`config.mk`:
```
export PLATFORM = sky130hd
export DESIGN_NAME = key_event_gen
export DESIGN_NICKNAME = d
export VERILOG_FILES = /design/src/rtl/key_event_gen.sv
export SDC_FILE = /design/constraint.sdc
export NUM_CORES = 1
export LEC_CHECK = 0
export CAP_MARGIN = 25
export CORE_MARGIN = 1.5
export CORE_UTILIZATION = 55
export CTS_CLUSTER_DIAMETER = 40
export CTS_CLUSTER_SIZE = 20
export DETAILED_ROUTE_END_ITERATION = 12
export HOLD_SLACK_MARGIN = 0.03
export PLACE_DENSITY = 0.75
export SYNTH_ARGS = -nofsm -noshare
export SYNTH_HDL_FRONTEND = slang
export SYNTH_SLANG_ARGS = --single-unit
```
`constraint.sdc`:
```
create_clock -name clk -period 3.4 [get_ports clk]
set_input_delay 0.51 -clock clk [delete_from_list [all_inputs] [get_ports clk]]
set_output_delay 0.51 -clock clk [all_outputs]
set_load 0.02 [all_outputs]
```
`src/rtl/key_event_gen.sv`:
```
// Key event generator: turns a debounced key level into press, release, short-click,
// long-press and auto-repeat pulses, plus a hold flag and a saturating repeat counter.
module key_event_gen #(
  parameter int LONG_CYC   = 100_000_000,
  parameter int REPEAT_CYC = 20_000_000,
  parameter int CNT_W      = 27
) (
  input  logic       clk,
  input  logic       rst_n,
  input  logic       key_lvl,
  output logic       press_pulse,
  output logic       release_pulse,
  output logic       short_pulse,
  output logic       long_pulse,
  output logic       repeat_pulse,
  output logic       held,
  output logic [7:0] repeat_cnt
);

  typedef enum logic [1:0] {
    IDLE   = 2'd0,
    HELD   = 2'd1,
    REPEAT = 2'd2
  } state_t;

  localparam logic [CNT_W-1:0] LONG_LAST   = CNT_W'(LONG_CYC - 1);
  localparam logic [CNT_W-1:0] REPEAT_LAST = CNT_W'(REPEAT_CYC - 1);

  state_t           state;
  logic [CNT_W-1:0] cnt;
  logic             armed;

  // NOTE: all state and outputs share one clocked block with non-blocking assignments,
  // so every decision below sees the values from before this edge.
  always_ff @(posedge clk or negedge rst_n) begin
    if (!rst_n) begin
      state         <= IDLE;
      cnt           <= '0;
      armed         <= 1'b0;
      press_pulse   <= 1'b0;
      release_pulse <= 1'b0;
      short_pulse   <= 1'b0;
      long_pulse    <= 1'b0;
      repeat_pulse  <= 1'b0;
      held          <= 1'b0;
      repeat_cnt    <= '0;
    end else begin
      press_pulse   <= 1'b0;
      release_pulse <= 1'b0;
      short_pulse   <= 1'b0;
      long_pulse    <= 1'b0;
      repeat_pulse  <= 1'b0;
      // A key held through reset must be seen released once before it counts.
      armed         <= armed | ~key_lvl;

      unique case (state)
        IDLE: begin
          if (key_lvl && armed) begin
            press_pulse <= 1'b1;
            cnt         <= '0;
            repeat_cnt  <= '0;
            held        <= 1'b1;
            state       <= HELD;
          end
        end

        HELD: begin
          if (!key_lvl) begin
            release_pulse <= 1'b1;
            short_pulse   <= 1'b1;
            held          <= 1'b0;
            state         <= IDLE;
          end else if (cnt == LONG_LAST) begin
            long_pulse <= 1'b1;
            cnt        <= '0;
            state      <= REPEAT;
          end else begin
            cnt <= cnt + 1'b1;
          end
        end

        REPEAT: begin
          if (!key_lvl) begin
            release_pulse <= 1'b1;
            held          <= 1'b0;
            state         <= IDLE;
          end else if (cnt == REPEAT_LAST) begin
            repeat_pulse <= 1'b1;
            cnt          <= '0;
            if (repeat_cnt != 8'hFF) repeat_cnt <= repeat_cnt + 8'd1;
          end else begin
            cnt <= cnt + 1'b1;
          end
        end

        default: begin
          held  <= 1'b0;
          state <= IDLE;
        end
      endcase
    end
  end

endmodule

```
# Word-level counts from Yosys, hierarchy flattened
# Cells that the tools add are included.
# Widths: inputs -> output; s select.
dict set report totals {
  mem_bits_rw 0
  rom_bits 0
  latchBits 0
  reg_bits 44
  elab_cells 66
  input_bits 3
  n_memories 0
  out_inout_bits 14
}
dict set report classes {
  shifts 0
  magnitude_cmp 0
  div 0
  n_reduce_logical 9
  n_mul 0
  muxes 30
  n_eq_ne 13
  addsub 2
  n_bitwise 2
}
# op n
set op_table {}
lappend op_table {{$mux 27} 5}
lappend op_table {{$pmux 27 s3} 1}
lappend op_table {{$mux 8} 4}
lappend op_table {{$add 27x1->27 const B} 1}
lappend op_table {{$eq 27x25->1 const B} 1}
lappend op_table {{$eq 27x27->1 const B} 1}
lappend op_table {{$pmux 8 s2} 1}
lappend op_table {{$ne 2x2->1 const B} 7}
lappend op_table {{$mux 1} 13}
lappend op_table {{$add 8x1->8 const B} 1}
lappend op_table {{$mux 2} 4}
lappend op_table {{$ne 8x8->1 const B} 1}
lappend op_table {{$pmux 2 s3} 1}
lappend op_table {{$reduce_and 5->1} 1}
lappend op_table {{$reduce_and 4->1} 1}
lappend op_table {{$ne 3x3->1 const B} 1}
lappend op_table {{$reduce_and 3->1} 1}
lappend op_table {{$reduce_bool 3->1} 1}
lappend op_table {{$eq 2x1->1 const B} 1}
lappend op_table {{$eq 2x2->1 const B} 1}
lappend op_table {{$logic_not 2->1} 1}
lappend op_table {{$pmux 1 s2} 1}
lappend op_table {{$reduce_and 2->1} 1}
lappend op_table {{$reduce_bool 2->1} 1}
lappend op_table {{other kinds (4)} 4}

# Logic depth before layout (Yosys ltp)
# Gate-level depths: netlist (run 1).
dict set report logic_depth {
  depth_word 5
  ltp_mapped 9
  ltp_nobuf 7
}

# Least setup slack after synthesis (run 1)
# Ideal clock, no wire load.
dict set report synth_timing {
  kind {reg-to-reg}
  startpoint {register cnt[15]}
  endpoint {register repeat_cnt[5]}
  setup_ns 0.126
  path_stages_with_launch 7
  required_time_ns 3.274
  synth_period_minus_slack_ns 2.379
  path_slack_ns 1.021
  path_buffers 1
  arrival_ns 2.253
  path_cell_list {dfrtp_1 or4_1 or4_4 nor4_4 buf_6 a41oi_2 a221o_1}
}
dict set report synth_via {
  elab_chain_cells 3
}
# item line_no
set synth_lines {}
lappend synth_lines {{start: declaration} 30} ;# logic [CNT_W-1:0] cnt;
lappend synth_lines {{start signal: assignment} 78} ;# cnt <= cnt + 1'b1;
lappend synth_lines {{start signal: assignment} 92} ;# cnt <= cnt + 1'b1;
lappend synth_lines {{$eq 27x25->1} 87} ;# end else if (cnt == REPEAT_LAST) begin
lappend synth_lines {{$ne 2x2->1 (no source line)} -}
lappend synth_lines {{$reduce_and 5->1 (no source line)} -}
lappend synth_lines {{end signal: assignment} 90} ;# if (repeat_cnt != 8'hFF) repeat_cnt <= repeat_cnt + 8'd1;
lappend synth_lines {{end: declaration} 17} ;# output logic [7:0] repeat_cnt
# Every way passes these cells.
# A chain may end at the register's enable or synchronous reset.

# Worst setup path in the final report (run 1)
dict set report layout_timing {
  startpoint {register cnt[18]}
  endpoint {register repeat_cnt[5]}
}
# Same word-level chain as after synthesis.

==> results of run 1 <==
## area by class of cell
class / instances / area [µm²] / share of cell area
clock buffer: 7 / 96.34 / 0.03226
clock inverter: 1 / 30.03 / 0.01005
inverter: 6 / 22.52 / 0.007541
multi-input combinational: 222 / 1469 / 0.4918
sequential: 44 / 1101 / 0.3687
tap: 54 / 67.56 / 0.02262
timing repair buffer: 20 / 200.2 / 0.06703
## cells in the mapped netlist (all sizes together) (2+ instances only)
library cell,number
a211o,6
a21o,2
a21oi,21
a221o,4
a22o,2
a22oi,2
and3,11
and4,3
buf,2
clkbuf,8
dfrtp,44
ha,6
inv,6
mux2,3
mux2i,3
nand2,43
nand2b,2
nand3,8
nand4,6
nor2,15
nor2b,3
nor3,11
nor4,9
nor4b,4
o211ai,4
o21ai,16
o311a,2
o311ai,2
o31ai,3
or3,6
or4,7
or4b,2
xnor2,5
## report_power, final
group / internal, mW / total (mW) / switching [mW]
combinational: 0.129 / 0.366 / 0.237
sequential: 0.553 / 0.575 / 0.0221
clock: 0.259 / 0.442 / 0.182
## critical path, stage by stage (launching register included)
cell	delay [ns]
dfrtp_1	0.44
or4_1	0.52
or4_4	0.55
nor4_4	0.64
a41oi_2	0.19
a221o_1	0.28
## through the flow
| stage | total power [mW] | setup slack [ns] | instances | util |
|---|---|---|---|---|
| 2_1_floorplan | 0.8514 | 1.021 | 282 | - |
| 3_3_place_gp | 0.9372 | 0.7224 | 344 | 0.6032 |
| 3_5_place_dp | 0.9453 | 0.7033 | 344 | 0.6032 |
| 4_1_cts | 1.387 | 0.6880 | 352 | 0.6301 |
| 5_1_grt | 1.457 | 0.5373 | 354 | 0.6365 |
| 6_report | 1.382 | 0.6707 | 354 | 0.6365 |
## worst paths after layout
check                               startpoint                        end  slack [ns]  depth (start not counted)
max                        cnt[18]$_DFFE_PN0P_  repeat_cnt[5]$_DFFE_PN0P_        0.67                          5
min                                      rst_n      short_pulse$_DFF_PN0_        0.54                          2
max reg2reg                cnt[18]$_DFFE_PN0P_  repeat_cnt[5]$_DFFE_PN0P_        0.67                          5
min reg2reg                   held$_DFFE_PN0P_           held$_DFFE_PN0P_        0.54                          1
max in group asynchronous                rst_n        cnt[23]$_DFFE_PN0P_        2.44                          3
min in group clk              held$_DFFE_PN0P_           held$_DFFE_PN0P_        0.54                          1
## cells by family (layout without fill, tap and decap cells)
| group | after synthesis | after routing | share of synthesized area |
|---|---|---|---|
| compound gates | 70 | 70 | 0.1885 |
| xor+xnor | 5 | 5 | 0.01645 |
| flops | 44 | 44 | 0.4137 |
| buf+inv | 16 | 34 | 0.03432 |
| fa+ha+maj | 6 | 6 | 0.02821 |
| mux | 6 | 6 | 0.02398 |
| simple gates | 135 | 135 | 0.2948 |
## timing repair
action	4_1_cts	5_1_grt
hold endpoints to repair	0	3
hold buffers	0	1
setup endpoints to repair	0	0
## per-layer routing
| metal | part of all wire | track usage | wire [µm] | up-vias |
|---|---|---|---|---|
| met1 | 0.50 | 0.3304 | 2774 | 1044 |
| li1 | - | - | - | 1105 |
| met4 | 0.012 | 0.05870 | 65 | 0 |
| met3 | 0.022 | 0.04167 | 124 | 7 |
| met5 | 0 | 0 | 0 | - |
| met2 | 0.46 | 0.3609 | 2557 | 28 |
==> results.toml, run 1 <==
[power_and_ir_drop]
powerDensity_mw_per_mm2 = 462.8
ir_worst_vdd_v = 0.0002751
p_leak_nw = 1.229

[yosys]
ys_ff_latch = 44
syn_area_mm2 = 0.002661
avgSynthCellArea_um2 = 9.437
syn_inst = 282
synth_fp_nets = 291
yosysTopAreaCell = "dfrtp_1"
yosysTopAreaCellShare = 0.4137
synth_ff_type = "dfrtp_1"
ys_top_cells_by_area = "dfrtp_1 41%, nand2_1 6.1%, a21oi_1 3.8%, o21ai_0 3.0%, ha_1 2.8%"
synthDistinctLibCells = 55
seq_area_frac_synth = 0.4137
yosys_warnings = 0
async_flop_share = 1.000
synth_edf_count = 0

[worst_setup_path]
critPathRequiredTime_ns = 3.58
crit_arrival_ns = 2.91
worstPathMaxFanout = 14
critPathCaptureType = "flip-flop"
worstSetupStartpointType = "flip-flop"
worstSetupPathType = "flip-flop to flip-flop"

[finish]
reg.largest.list = "cnt: 27 flops, repeat_cnt: 8 flops, state: 2 flops"
num-nets-final = 308
top_register = "cnt"
largest_reg_flops = 27
area_growth_pct = 12.22
final_cell_mix = "44 x dfrtp_1, 43 x nand2_1, 20 x a21oi_1, 16 x o21ai_0"
final_layout_size_suffix_gt1_frac = 0.1333
final_common_cell = "dfrtp_1"
fillerInstances = 389
final_area_mm2 = 0.002987
n_antenna_cell = 0

[place]
gp_congestion = 0.8766
port_buffers = 16
dpl.hpwl_mm = 3.845
dpl-instance-area_mm2 = 0.002830

[routing]
drc = 0
routedWlPerCell_um = 15.60
ant_nets = 0
viasPerCell = 6.169
wirelength_mm = 5.521
drtIter0Drc = 119
firstDrtPassIters = 4
vias = 2184

[cts]
cts.clk_slew.worst_paths_ns = 0.08
clock_sink_count = 44
htreeDepth = 2
clkLatencyLatePin_ns = 0.30
cts_resized = 0
cts_buffer_depth = 2
ctsRootBufferMaster = "clkbuf_8"
cts_tree = "yes"
cts-buffers-inserted = 5
cts_setup_buffers = 0

[global_route]
grt_pass1_vias = 2034
grt_overflow_total = 0
grt_pass1_wl_mm = 9.501
antenna_found_initial = 0
grtUsageTotal = 0.2304
grt_max_degree = 45

[run_status]
status = "finished, final reports clean"

[die]
rows = 25
die-width_um = 72.56
io-pin-count = 17
start_util = 0.5672
die_y_um = 72.56
core-area_mm2 = 0.004692
dieArea_mm2 = 0.005265

[timing]
min_period_ns = 2.729
finalCritPeriodShare = 0.8027
hold_violations = 0
skew_ns = 0.008434
clock.fmax_ghz = 0.3664
worstMarginPinSlew_ns = 0.7275
tns_ns = 0
rsz0062_at_grt = "no"
hold_ws_ns = 0.5437
finalSetupViolCount = 0
max-slew-margin-rel = 0.5113
drv_slew = 0

[run]
maxCapViolCount = 0

[hold_path]
hp-class = "primary input to asynchronous set/reset pin"
Power figures use the tool's default switching activity.
==> inputs of run 2 (changes only) <==
--- a/config.mk
+++ b/config.mk
@@ -7,7 +7,7 @@
 export LEC_CHECK = 0
 export CAP_MARGIN = 25
 export CORE_MARGIN = 1.5
-export CORE_UTILIZATION = 55
+export CORE_UTILIZATION = 53
 export CTS_CLUSTER_DIAMETER = 40
 export CTS_CLUSTER_SIZE = 20
 export DETAILED_ROUTE_END_ITERATION = 12
==> constraint.sdc (replaced) <==
create_clock -name clk -period 2.35 [get_ports clk]
set_input_delay 0.3525 -clock clk [delete_from_list [all_inputs] [get_ports clk]]
set_output_delay 0.3525 -clock clk [all_outputs]
set_load 0.02 [all_outputs]
==> run 2 against run 1 <==
Via count is 7.5% higher. Utilization rose by 3.7 points. Total power increased by 44%. Die area rose by 3.6%. The run now ends with negative setup slack left. Setup slack got worse by 0.72 ns. Critical endpoint is now cnt[4]$_DFFE_PN0P_. First-iteration DRC count rose by 75%. Count of clock-buffer cells in the layout shrank 2. Clock power grew 5.9%. Non-clock buffer count up 28. Sequential power increased by 45%.
==> results.toml, run 2 (synthesis results as in run 1) <==
[hold_path]
hp-class = "primary input to asynchronous set/reset pin"

[cts]
cts_tree = "yes"
clock_sink_count = 44
clkLatencyLatePin_ns = 0.30
ctsRootBufferMaster = "clkbuf_8"
htreeDepth = 2
ctsHoldBuffers = 0
cts.clk_slew.worst_paths_ns = 0.09
cts-buffers-inserted = 5
cts_buffer_depth = 2

[finish]
utilization = 0.6732
n_antenna_cell = 0
reg.largest.list = "cnt: 27 flops, repeat_cnt: 8 flops, state: 2 flops"
top_register = "cnt"
area_growth_pct = 21.06
final_cell_mix = "44 x dfrtp_1, 43 x nand2_1, 29 x buf_4, 19 x a21oi_1, 15 x clkdlybuf4s50_1"
largest_reg_flops = 27
final_common_cell = "dfrtp_1"
num-nets-final = 336
final_layout_size_suffix_gt1_frac = 0.2226

[global_route]
grt_overflow_total = 0
antenna_found_initial = 0
grtUsageTotal = 0.2372
grt_pass1_wl_mm = 9.936
grt_pass1_vias = 2105
grt_max_degree = 24

[power_and_ir_drop]
pwr-share-clk = 0.235
pwr-share-comb = 0.345
p_leak_nw = 1.379
total_power_mw = 1.992
pwr-share-seq = 0.420
ir_worst_vdd_v = 0.0003836
p_sw_mw = 0.6701
powerDensity_mw_per_mm2 = 618.3
p_int_mw = 1.322
netSwitchingFraction = 0.3364

[die]
rows = 25
start_util = 0.5561
core-area_mm2 = 0.004786
io-pin-count = 17
dieArea_mm2 = 0.005455
die-width_um = 73.86
die_y_um = 73.86

[place]
gp_congestion = 0.8998
port_buffers = 16
dpl.hpwl_mm = 4.372

[timing]
hold_ws_ns = 0.02619
hold_violations = 0
rsz0062_at_grt = "yes"
fin_ws_ns = -0.04673
drv_slew = 0
finalCritPeriodShare = 1.020
finalSetupViolCount = 6
skew_ns = 0.009718
max-slew-margin-rel = 0.6472
clock.fmax_ghz = 0.4172
worstMarginPinSlew_ns = 0.5291
min_period_ns = 2.397

[routing]
drc = 0
drtIter0Drc = 208
highest_layer = "met4"
firstDrtPassIters = 4
ant_nets = 0
routedWlPerCell_um = 14.99
met3_length_um = 316
vias = 2347
route.met2.wl_mm = 2.726
wirelength_mm = 5.920
met1_length_mm = 2.816
viasPerCell = 5.942

[worst_setup_path]
worstSetupPathType = "flip-flop to flip-flop"
crit_arrival_ns = 2.58
cpPeakStageDelay_ns = 0.56
slowest_stage = "or4_4"
worstSetupStartpointType = "flip-flop"
path_buf_inv = 0
critPathRequiredTime_ns = 2.54
worstPathMaxFanout = 7
cp_top_family = "simple AND/OR/NAND/NOR gates"
path_cells = "or4_1 -> or4_4 -> o311ai_4 -> a2111oi_0 -> a211o_1"
critPathCaptureType = "flip-flop"

[run_status]
status = "finished, violations left"
violations = "negative setup slack"

[run]
maxCapViolCount = 0
run 2: cell types whose count changed in the layout (fill, tap and decap cells not counted), moves of 2 or more:
cell      change
buf_6         +2
clkbuf_8      -2
buf_4        +27
o311a_4       +2
o21ai_0       -3
o21ai_1       +3
clkinv_2      +2
run 2: worst paths after layout:
kind	start	endpoint	slack (ns)	cells past startpoint
worst max-delay path	cnt[15]$_DFFE_PN0P_	cnt[4]$_DFFE_PN0P_	-0.05	5
worst min-delay path	rst_n	cnt[7]$_DFFE_PN0P_	0.03	1
worst max register to register	cnt[15]$_DFFE_PN0P_	cnt[4]$_DFFE_PN0P_	-0.05	5
worst min register to register	held$_DFFE_PN0P_	held$_DFFE_PN0P_	0.54	1
max in group asynchronous	rst_n	repeat_pulse$_DFF_PN0_	1.74	2
min in group clk	held$_DFFE_PN0P_	held$_DFFE_PN0P_	0.54	1
run 2: area by class of cell:
type / instances / area (µm²)
Clock buffer: 5 / 68.82
Clock inverter: 3 / 18.77
Fill cell: 394 / 1564
Inverter: 6 / 22.52
Multi-Input combinational cell: 222 / 1511
Sequential cell: 44 / 1101
Tap cell: 67 / 83.83
Timing Repair Buffer: 48 / 415.4
run 2: per-stage QoR:
step / worst slack, ns / TNS, ns / cell area, µm² / std cells
after floorplan: 0.004775 / 0 / 2661 / 282
after detailed placement: -0.06257 / -0.3333 / 3077 / 386
after global placement: -0.02997 / -0.06133 / 3077 / 386
after global routing: -0.1490 / -1.229 / 3222 / 395
after CTS: -0.04017 / -0.09692 / 3186 / 395
final: -0.04673 / -0.1267 / 3222 / 395
run 2: what timing repair did:
item,in CTS,in global routing
setup endpoints to repair,24,27
pin swaps,1,0
gates resized for setup,2,10
setup buffers,1,0
run 2: worst reg2reg max path, cell delays in order, from the launching register on:
cell and delay [ns]:
dfrtp_1 0.38, or4_1 0.52, or4_4 0.56, o311ai_4 0.37, a2111oi_0 0.18, a211o_1 0.28
run 2: power groups by stage:
stage	clock [mW]	combinational (mW)	sequential (mW)
6_report	0.468	0.688	0.836
5_1_grt	0.519	0.749	0.842
4_1_cts	0.478	0.649	0.835
3_5_place_dp	0	0.643	0.850
3_3_place_gp	0	0.635	0.847
2_1_floorplan	0	0.362	0.870
run 2: routing by layer:
layer / vias to the layer above / GRT usage
met5: - / 0
met4: 0 / 0.07202
met3: 6 / 0.03429
met2: 58 / 0.3594
met1: 1134 / 0.3495
li1: 1149 / -
==> inputs of run 3 (changes only) <==
--- a/config.mk
+++ b/config.mk
@@ -8,6 +8,7 @@
 export CAP_MARGIN = 25
 export CORE_MARGIN = 1.5
 export CORE_UTILIZATION = 53
+export CTS_BUF_LIST = sky130_fd_sc_hd__clkbuf_16
 export CTS_CLUSTER_DIAMETER = 40
 export CTS_CLUSTER_SIZE = 20
 export DETAILED_ROUTE_END_ITERATION = 12
==> run 3 against run 2 <==
The flow still finishes with violations (negative setup slack). Critical path depth up 1. Via count up 0.77%. Clock skew shrank 0.0048 ns. Non-clock buffer count increased by 1. Global-route usage up 0.61 points. Sequential share of layout area down 0.59 points. Setup slack worse by 0.022 ns. Largest power group unchanged. Highest routed layer unchanged.
==> results.toml, run 3 (synthesis results as in run 1) <==
[routing]
viasPerCell = 5.972
drtIter0Drc = 199
vias = 2365
wirelength_mm = 6.098
firstDrtPassIters = 4
drc = 0
routedWlPerCell_um = 15.40
ant_nets = 0

[finish]
final_area_mm2 = 0.003278
final_cell_mix = "44 x dfrtp_1, 43 x nand2_1, 31 x buf_4, 18 x a21oi_1"
num-nets-final = 337
final_layout_size_suffix_gt1_frac = 0.2249
top_register = "cnt"
fillerInstances = 385
reg.largest.list = "cnt: 27 flops, repeat_cnt: 8 flops, state: 2 flops"
final_common_cell = "dfrtp_1"
n_antenna_cell = 0
area_growth_pct = 23.18
largest_reg_flops = 27

[run_status]
violations = "negative setup slack"
status = "finished, violations left"

[place]
port_buffers = 16
dp_slack_ns = -0.06257
gp_congestion = 0.8998
dpl-instance-area_mm2 = 0.003077
dpl.hpwl_mm = 4.372

[cts]
cts_tree = "yes"
cts.clk_slew.worst_paths_ns = 0.06
clkLatencyLatePin_ns = 0.29
ctsRootBufferMaster = "clkbuf_16"
cts_buffer_depth = 2
htreeDepth = 2
cts-buffers-inserted = 5
clock_sink_count = 44

[timing]
finalCritPeriodShare = 1.029
fin_ws_ns = -0.06903
max-slew-margin-rel = 0.6483
clock.fmax_ghz = 0.4134
worstMarginPinSlew_ns = 0.5275
hold_violations = 0
drv_slew = 0
hold_ws_ns = 0.04150
rsz0062_at_grt = "yes"
finalSetupViolCount = 5
skew_ns = 0.004926
min_period_ns = 2.419

[worst_setup_path]
path_cells = "or4_1 -> or4_4 -> nor4_4 -> buf_6 -> a41oi_2 -> a221o_1"
critPathCaptureType = "flip-flop"
worstPathMaxFanout = 7
path_buf_inv = 1
cpPeakStageDelay_ns = 0.55
critPathRequiredTime_ns = 2.52
slowest_stage = "or4_4"
worstSetupPathType = "flip-flop to flip-flop"
cp_top_family = "simple AND/OR/NAND/NOR gates"
crit_arrival_ns = 2.59
worstSetupStartpointType = "flip-flop"

[power_and_ir_drop]
ir_worst_vdd_v = 0.0004036
p_leak_nw = 1.395
powerDensity_mw_per_mm2 = 660.5

[hold_path]
hp-class = "primary input to asynchronous set/reset pin"

[global_route]
grt_pass1_vias = 2108
grt_max_degree = 24
antenna_found_initial = 0
grtUsageTotal = 0.2433
grt_overflow_total = 0
grt_pass1_wl_mm = 10.07

[die]
die-width_um = 73.86
io-pin-count = 17
die_y_um = 73.86
dieArea_mm2 = 0.005455
start_util = 0.5561
core-area_mm2 = 0.004786
rows = 25

[run]
maxCapViolCount = 0
[run 3: cell count changes in the layout (fill, tap and decap cells not counted), moves of 2 or more]
cell / delta
o21ai_1: -2
o21ai_0: +2
buf_4: +2
clkbuf_8: -5
clkbuf_16: +5
[run 3: report_power, final]
part           internal [mW]  total, mW  switching, mW
combinational          0.287      0.653          0.366
clock                  0.391      0.675          0.284
sequential             0.801      0.837         0.0354
total                   1.48       2.17          0.685
[run 3: per-stage QoR]
step           instances  power, mW  utilization  TNS (ns)
2_1_floorplan        282      1.232            -         0
3_3_place_gp         386      1.482       0.6429  -0.06133
3_5_place_dp         386      1.493       0.6429   -0.3333
4_1_cts              395      2.176       0.6774  -0.07682
5_1_grt              396      2.293       0.6850    -2.343
6_report             396      2.165       0.6850   -0.1299
[run 3: final cells by class]
| class | instances | area [µm²] | area share |
|---|---|---|---|
| flip-flops and latches | 44 | 1101 | 0.3359 |
| clock inverters | 3 | 18.77 | 0.005725 |
| well taps | 67 | 83.83 | 0.02557 |
| clock buffers | 5 | 125.1 | 0.03817 |
| repair buffers | 49 | 419.2 | 0.1279 |
| multi-input cells | 222 | 1508 | 0.4599 |
| inverters | 6 | 22.52 | 0.006870 |
[run 3: per-layer routing]
metal	track usage	wire length [µm]	up-vias
li1	-	-	1155
met1	0.3521	2924	1150
met2	0.3714	2847	53
met3	0.05075	264	7
met4	0.05967	62	0
met5	0	0	-
[run 3: worst register-to-register path: stages (launching register included)]
cell and delay (ns):
dfrtp_1 0.37, or4_1 0.52, or4_4 0.55, nor4_4 0.29, buf_6 0.18, a41oi_2 0.11
a221o_1 0.27
[run 3: path summary, 6_finish.rpt]
kind / start / to / slack, ns / cells after the start
hold / removal: rst_n / cnt[6]$_DFFE_PN0P_ / 0.04 / 1
max in group asynchronous: rst_n / long_pulse$_DFF_PN0_ / 1.72 / 2
hold reg to reg: held$_DFFE_PN0P_ / held$_DFFE_PN0P_ / 0.53 / 1
setup / recovery: cnt[15]$_DFFE_PN0P_ / repeat_cnt[5]$_DFFE_PN0P_ / -0.07 / 6
min in group clk: held$_DFFE_PN0P_ / held$_DFFE_PN0P_ / 0.53 / 1
setup reg to reg: cnt[15]$_DFFE_PN0P_ / repeat_cnt[5]$_DFFE_PN0P_ / -0.07 / 6
[run 3: timing repair]
action	CTS	global route
cloned	0	1
pin swaps	1	5
gates resized for setup	2	9
hold buffers	0	0
setup endpoints to repair	24	31
buffers inserted	1	0
==> variant 1 (settings of run 2) <==
Reset style: synchronous (`rst_n`), changed in one clocked block.
--- a/src/rtl/key_event_gen.sv
+++ b/src/rtl/key_event_gen.sv
@@ -34,3 +34,3 @@
   // so every decision below sees the values from before this edge.
-  always_ff @(posedge clk or negedge rst_n) begin
+  always_ff @(posedge clk) begin
     if (!rst_n) begin
Function: differs if rst_n is asserted again (counterexample within 4 cycles, from zero or initial values and one cycle with rst_n low); with rst_n held inactive, the same outputs for 10 cycles.
==> variant 1 against run 2 <==
First-iteration DRC count down 30%; fmax up 5.7%; sequential share of layout area down 4.5 points; count of clock-buffer cells in the layout unchanged; sequential cell count unchanged; cell area down 7.7%; synthesized area down 5.6%; routed wire length down 1.5%; worst setup slack better by 0.13 ns; worst hold slack better by 0.48 ns; core utilization down 0.37 points.
Power is not compared: it rests on default switching activity, and its combinational part moved more than twofold at a synthesized area within 25%.
==> variant 1: results <==
group,metric,value,unit
global_routing,track_usage,24.1,%
placement,pre_cts_ws,-0.187,ns
worst_setup_path,critical-path-top-delay-family,"simple AND/OR/NAND/NOR gates",
clock_network,htree_num_levels,2,
timing,finalSetupTns,0,ns
timing,maxSlewHeadroom,53.3,%
hold_path,hold_end,"repeat_cnt[6]$_SDFFE_PN0P_",
global_routing,grt_pass1_wl,9.86,mm
timing,clock_skew,0.00962,ns
worst_setup_path,start_kind,"flop",
finish,antenna_cells,0,
placement,io_buffers,16,
clock_network,clk_latency,0.30,ns
yosys,syn-num-nets,317,
worst_setup_path,crit_slowest_cell,"or4b_1",
finish,n_fill_cell,362,
finish,reg_top3,"cnt (27), repeat_cnt (8), state (2)",
worst_setup_path,max_stage_delay,0.50,ns
drt,wire_per_inst,15.0,µm
clock_network,cts_setup_buffers,0,
finish,drive_gt1_share,15.1,%
worst_setup_path,crit_end,"cnt[23]$_SDFFE_PN0P_",
status,status,"completed",
drt,vias_per_cell,6.05,
placement,gp_congestion,0.809,
placement,dpl.hpwl,4.23,mm
drt,drtIter0Drc,145,
timing,max_freq,441,MHz
clock_network,cts-root-buf,"clkbuf_8",
yosys,yosysSeqAreaShare,35.1,%
worst_setup_path,r2r_slack,0.08,ns
global_routing,grt_pass1_vias,2159,
yosys,async_reset_ff_share,0,%
clock_network,clk_pin_slew,0.08,ns
yosys,synth_cell_types,54,
finish,nNetsFinal,347,
worst_setup_path,path_max_fanout,14,
clock_network,cts_inserted_buffers,5,
worst_setup_path,r2r_start,"state[0]$_SDFFE_PN0P_",
drt,drtPass1Iterations,4,
yosys,yosys_warnings,0,
yosys,ys_top_cells_by_area,"dfxtp_1 35%, o211ai_1 6.0%, xnor2_1 4.9%",
global_routing,grt_max_degree,17,
clock_network,clock_path_buffers,2,
worst_setup_path,critical_path_arrival,2.46,ns
hold_path,hold_class,"flop to flop",
yosys,synthTopCellsByCount,"44 x dfxtp_1, 30 x nand2_1, 25 x nor2_1",
global_routing,antenna_found_initial,0,
==> variant 1: worst reg2reg max path: cells and delay by family (launching register included) <==
kind | cells | cell delay, ns
AOI/OAI and AO/OA | 1 | 0.23
xor gates and xnor gates | 1 | 0.16
adders and majority gates | 1 | 0.21
buffers and inverters | 2 | 0.28
DFF | 1 | 0.37
and+or+nand+nor | 3 | 0.91
==> variant 1: what timing repair did <==
action / CTS / global route
endpoints found under the setup margin: 1 / 6
pin swaps: 0 / 0
hold buffers: 0 / 0
gates resized for setup: 1 / 5
==> variant 1: layer usage <==
| metal | share of wire (%) | vias up | track usage, % |
|---|---|---|---|
| li1 | - | 1181 | - |
| met4 | 1.3 | 0 | 7.76 |
| met3 | 3.6 | 8 | 5.06 |
| met5 | 0 | - | 0 |
| met2 | 47 | 42 | 39.1 |
| met1 | 48 | 1122 | 32.1 |
==> variant 1: area by class of cell <==
cell class                      count  share of cell area (%)
Timing Repair Buffer               42                    11.9
Sequential cell                    44                    29.7
Clock inverter                      1                    1.01
Inverter                           15                    1.89
Clock buffer                        5                    2.31
Tap cell                           52                    2.19
Multi-Input combinational cell    230                    51.0
==> variant 1: through the flow <==
step | cell area (µm²) | instances | total power, µW | util, % | hold WS, ns
after floorplan | 2510 | 308 | 847 | - | 0.466
after global placement | 2850 | 383 | 892 | 64.1 | 0.483
after detailed placement | 2850 | 383 | 894 | 64.1 | 0.491
after CTS | 2950 | 389 | 1440 | 66.4 | 0.508
after global routing | 2980 | 389 | 1490 | 66.9 | 0.547
final | 2980 | 389 | 1430 | 66.9 | 0.504
==> variant 1: logic make-up (layout without fill, tap and decap cells) <==
logic type | after synthesis | after routing | synth area share, %
XOR/XNOR | 14 | 14 | 4.88
buffers and inverters | 34 | 63 | 5.63
AO/OA/AOI/OAI | 64 | 64 | 18.6
adder cells (fa/ha/maj) | 6 | 6 | 2.99
multiplexers | 1 | 1 | 0.398
flip-flops | 44 | 44 | 35.1
AND/OR/NAND/NOR | 145 | 145 | 32.4
==> variant 1: where the power goes <==
group          switching (µW)  internal [µW]
sequential               4.50            751
combinational            75.2           48.7
clock                     249            305
total                     329           1100
==> variant 2 (config.mk and constraints of run 2) <==
Made on the original files. Change the parameter `CNT_W` from 27 to 23.
--- a/src/rtl/key_event_gen.sv
+++ b/src/rtl/key_event_gen.sv
@@ -5,3 +5,3 @@
   parameter int REPEAT_CYC = 20_000_000,
-  parameter int CNT_W      = 27
+  parameter int CNT_W      = 23
 ) (
Formal check against the unedited RTL: same outputs for any inputs over 10 cycles, from zero or initial values and one cycle with rst_n low; that may be too few to reach the edited logic, so the function may still have changed.
==> variant 2 against run 2 <==
Fmax increased by 5.8%; sequential cell count fell by 4; synthesized area shrank 14%; routed wire length decreased by 16%; cell area decreased by 16%; power is 7.1% lower; global-route usage rose by 0.75 points; worst hold slack improved by 0.14 ns; die area fell by 13%; worst setup slack better by 0.13 ns; highest routed layer unchanged.
==> variant 2: results <==
group,metric,value,unit
status,status,"completed",
timing,tightest_slew,0.880,ns
yosys,synthTopCellsByCount,"40 x dfrtp_1, 35 x nand2_1, 13 x nand3_1, 13 x o21ai_0",
power_and_ir_drop,p_leak,0.00107,µW
global_routing,track_usage,24.5,%
global_routing,grt_pass1_vias,1891,
finish,reg_top3,"cnt (23), repeat_cnt (8), state (2)",
drt,vias,2045,
finish,n_fill_cell,333,
global_routing,gr-usage-met1,33.6,%
finish,multi_input_area,1230,µm²
global_routing,gr-usage-met2,36.8,%
drt,drtIter0Drc,137,
placement,gp_congestion,0.842,
clock_network,cts_setup_buffers,0,
worst_setup_path,critical_path_arrival,2.49,ns
finish,area_share_nonclk_buffers,11.2,%
global_routing,grt_max_degree,41,
yosys,yosysSeqAreaShare,43.6,%
yosys,ys_top_cells_by_area,"dfrtp_1 44%, nand2_1 5.7%, xnor2_1 3.4%",
drt,met1Wirelength,2.47,mm
worst_setup_path,crit_slowest_cell,"or4_1",
worst_setup_path,max_stage_delay,0.41,ns
placement,place_area,2610,µm²
finish,buffers_excl_clock,36,
placement,dpl.hpwl,3.56,mm
finish,regArea,1000,µm²
drt,routed_wl,4.98,mm
variant 2: changes by cell type after synthesis, moves of 5 or more:
cell	change
nand3_1	+5
a211o_1	-5
nor3_1	-5
nand2_1	-8
o211ai_1	+6
and3_2	-8
or3_1	-5
a21oi_1	-9
variant 2: cells by family after synthesis:
logic type      count (synthesis)  share of synthesized area [%]
simple gates                  111                           26.0
compound gates                 62                           18.8
flops                          40                           43.6
buf+inv                        19                           3.49
xor+xnor                        9                           3.43
fa+ha+maj                       6                           3.27
mux                             3                           1.36
variant 2: stage by stage:
step | total power (µW) | TNS, ns | hold slack [ns] | setup WS, ns
global route | 1960 | -0.0251 | 0.243 | -0.0251
CTS | 1860 | 0 | 0.202 | 0.0383
finish | 1850 | 0 | 0.165 | 0.0848
detailed placement | 1380 | 0 | 0.527 | 0.0442
global placement | 1370 | 0 | 0.513 | 0.110
floorplan | 1120 | 0 | 0.0569 | 0.0202
variant 2: repair_timing:
| action | 4_1_cts | 5_1_grt |
|---|---|---|
| gates resized for setup | 0 | 4 |
| setup endpoints to repair | 0 | 12 |
| hold buffers | 0 | 0 |
variant 2: worst paths after layout:
kind	from	end	slack [ns]	cells after the start
setup reg to reg	state[0]$_DFFE_PN0P_	cnt[22]$_DFFE_PN0P_	0.08	7
max in group asynchronous	rst_n	press_pulse$_DFF_PN0_	1.63	1
min in group clk	cnt[1]$_DFFE_PN0P_	cnt[1]$_DFFE_PN0P_	0.54	2
setup / recovery	state[0]$_DFFE_PN0P_	cnt[22]$_DFFE_PN0P_	0.08	7
hold reg to reg	cnt[1]$_DFFE_PN0P_	cnt[1]$_DFFE_PN0P_	0.54	2
hold / removal	rst_n	repeat_cnt[6]$_DFFE_PN0P_	0.17	1
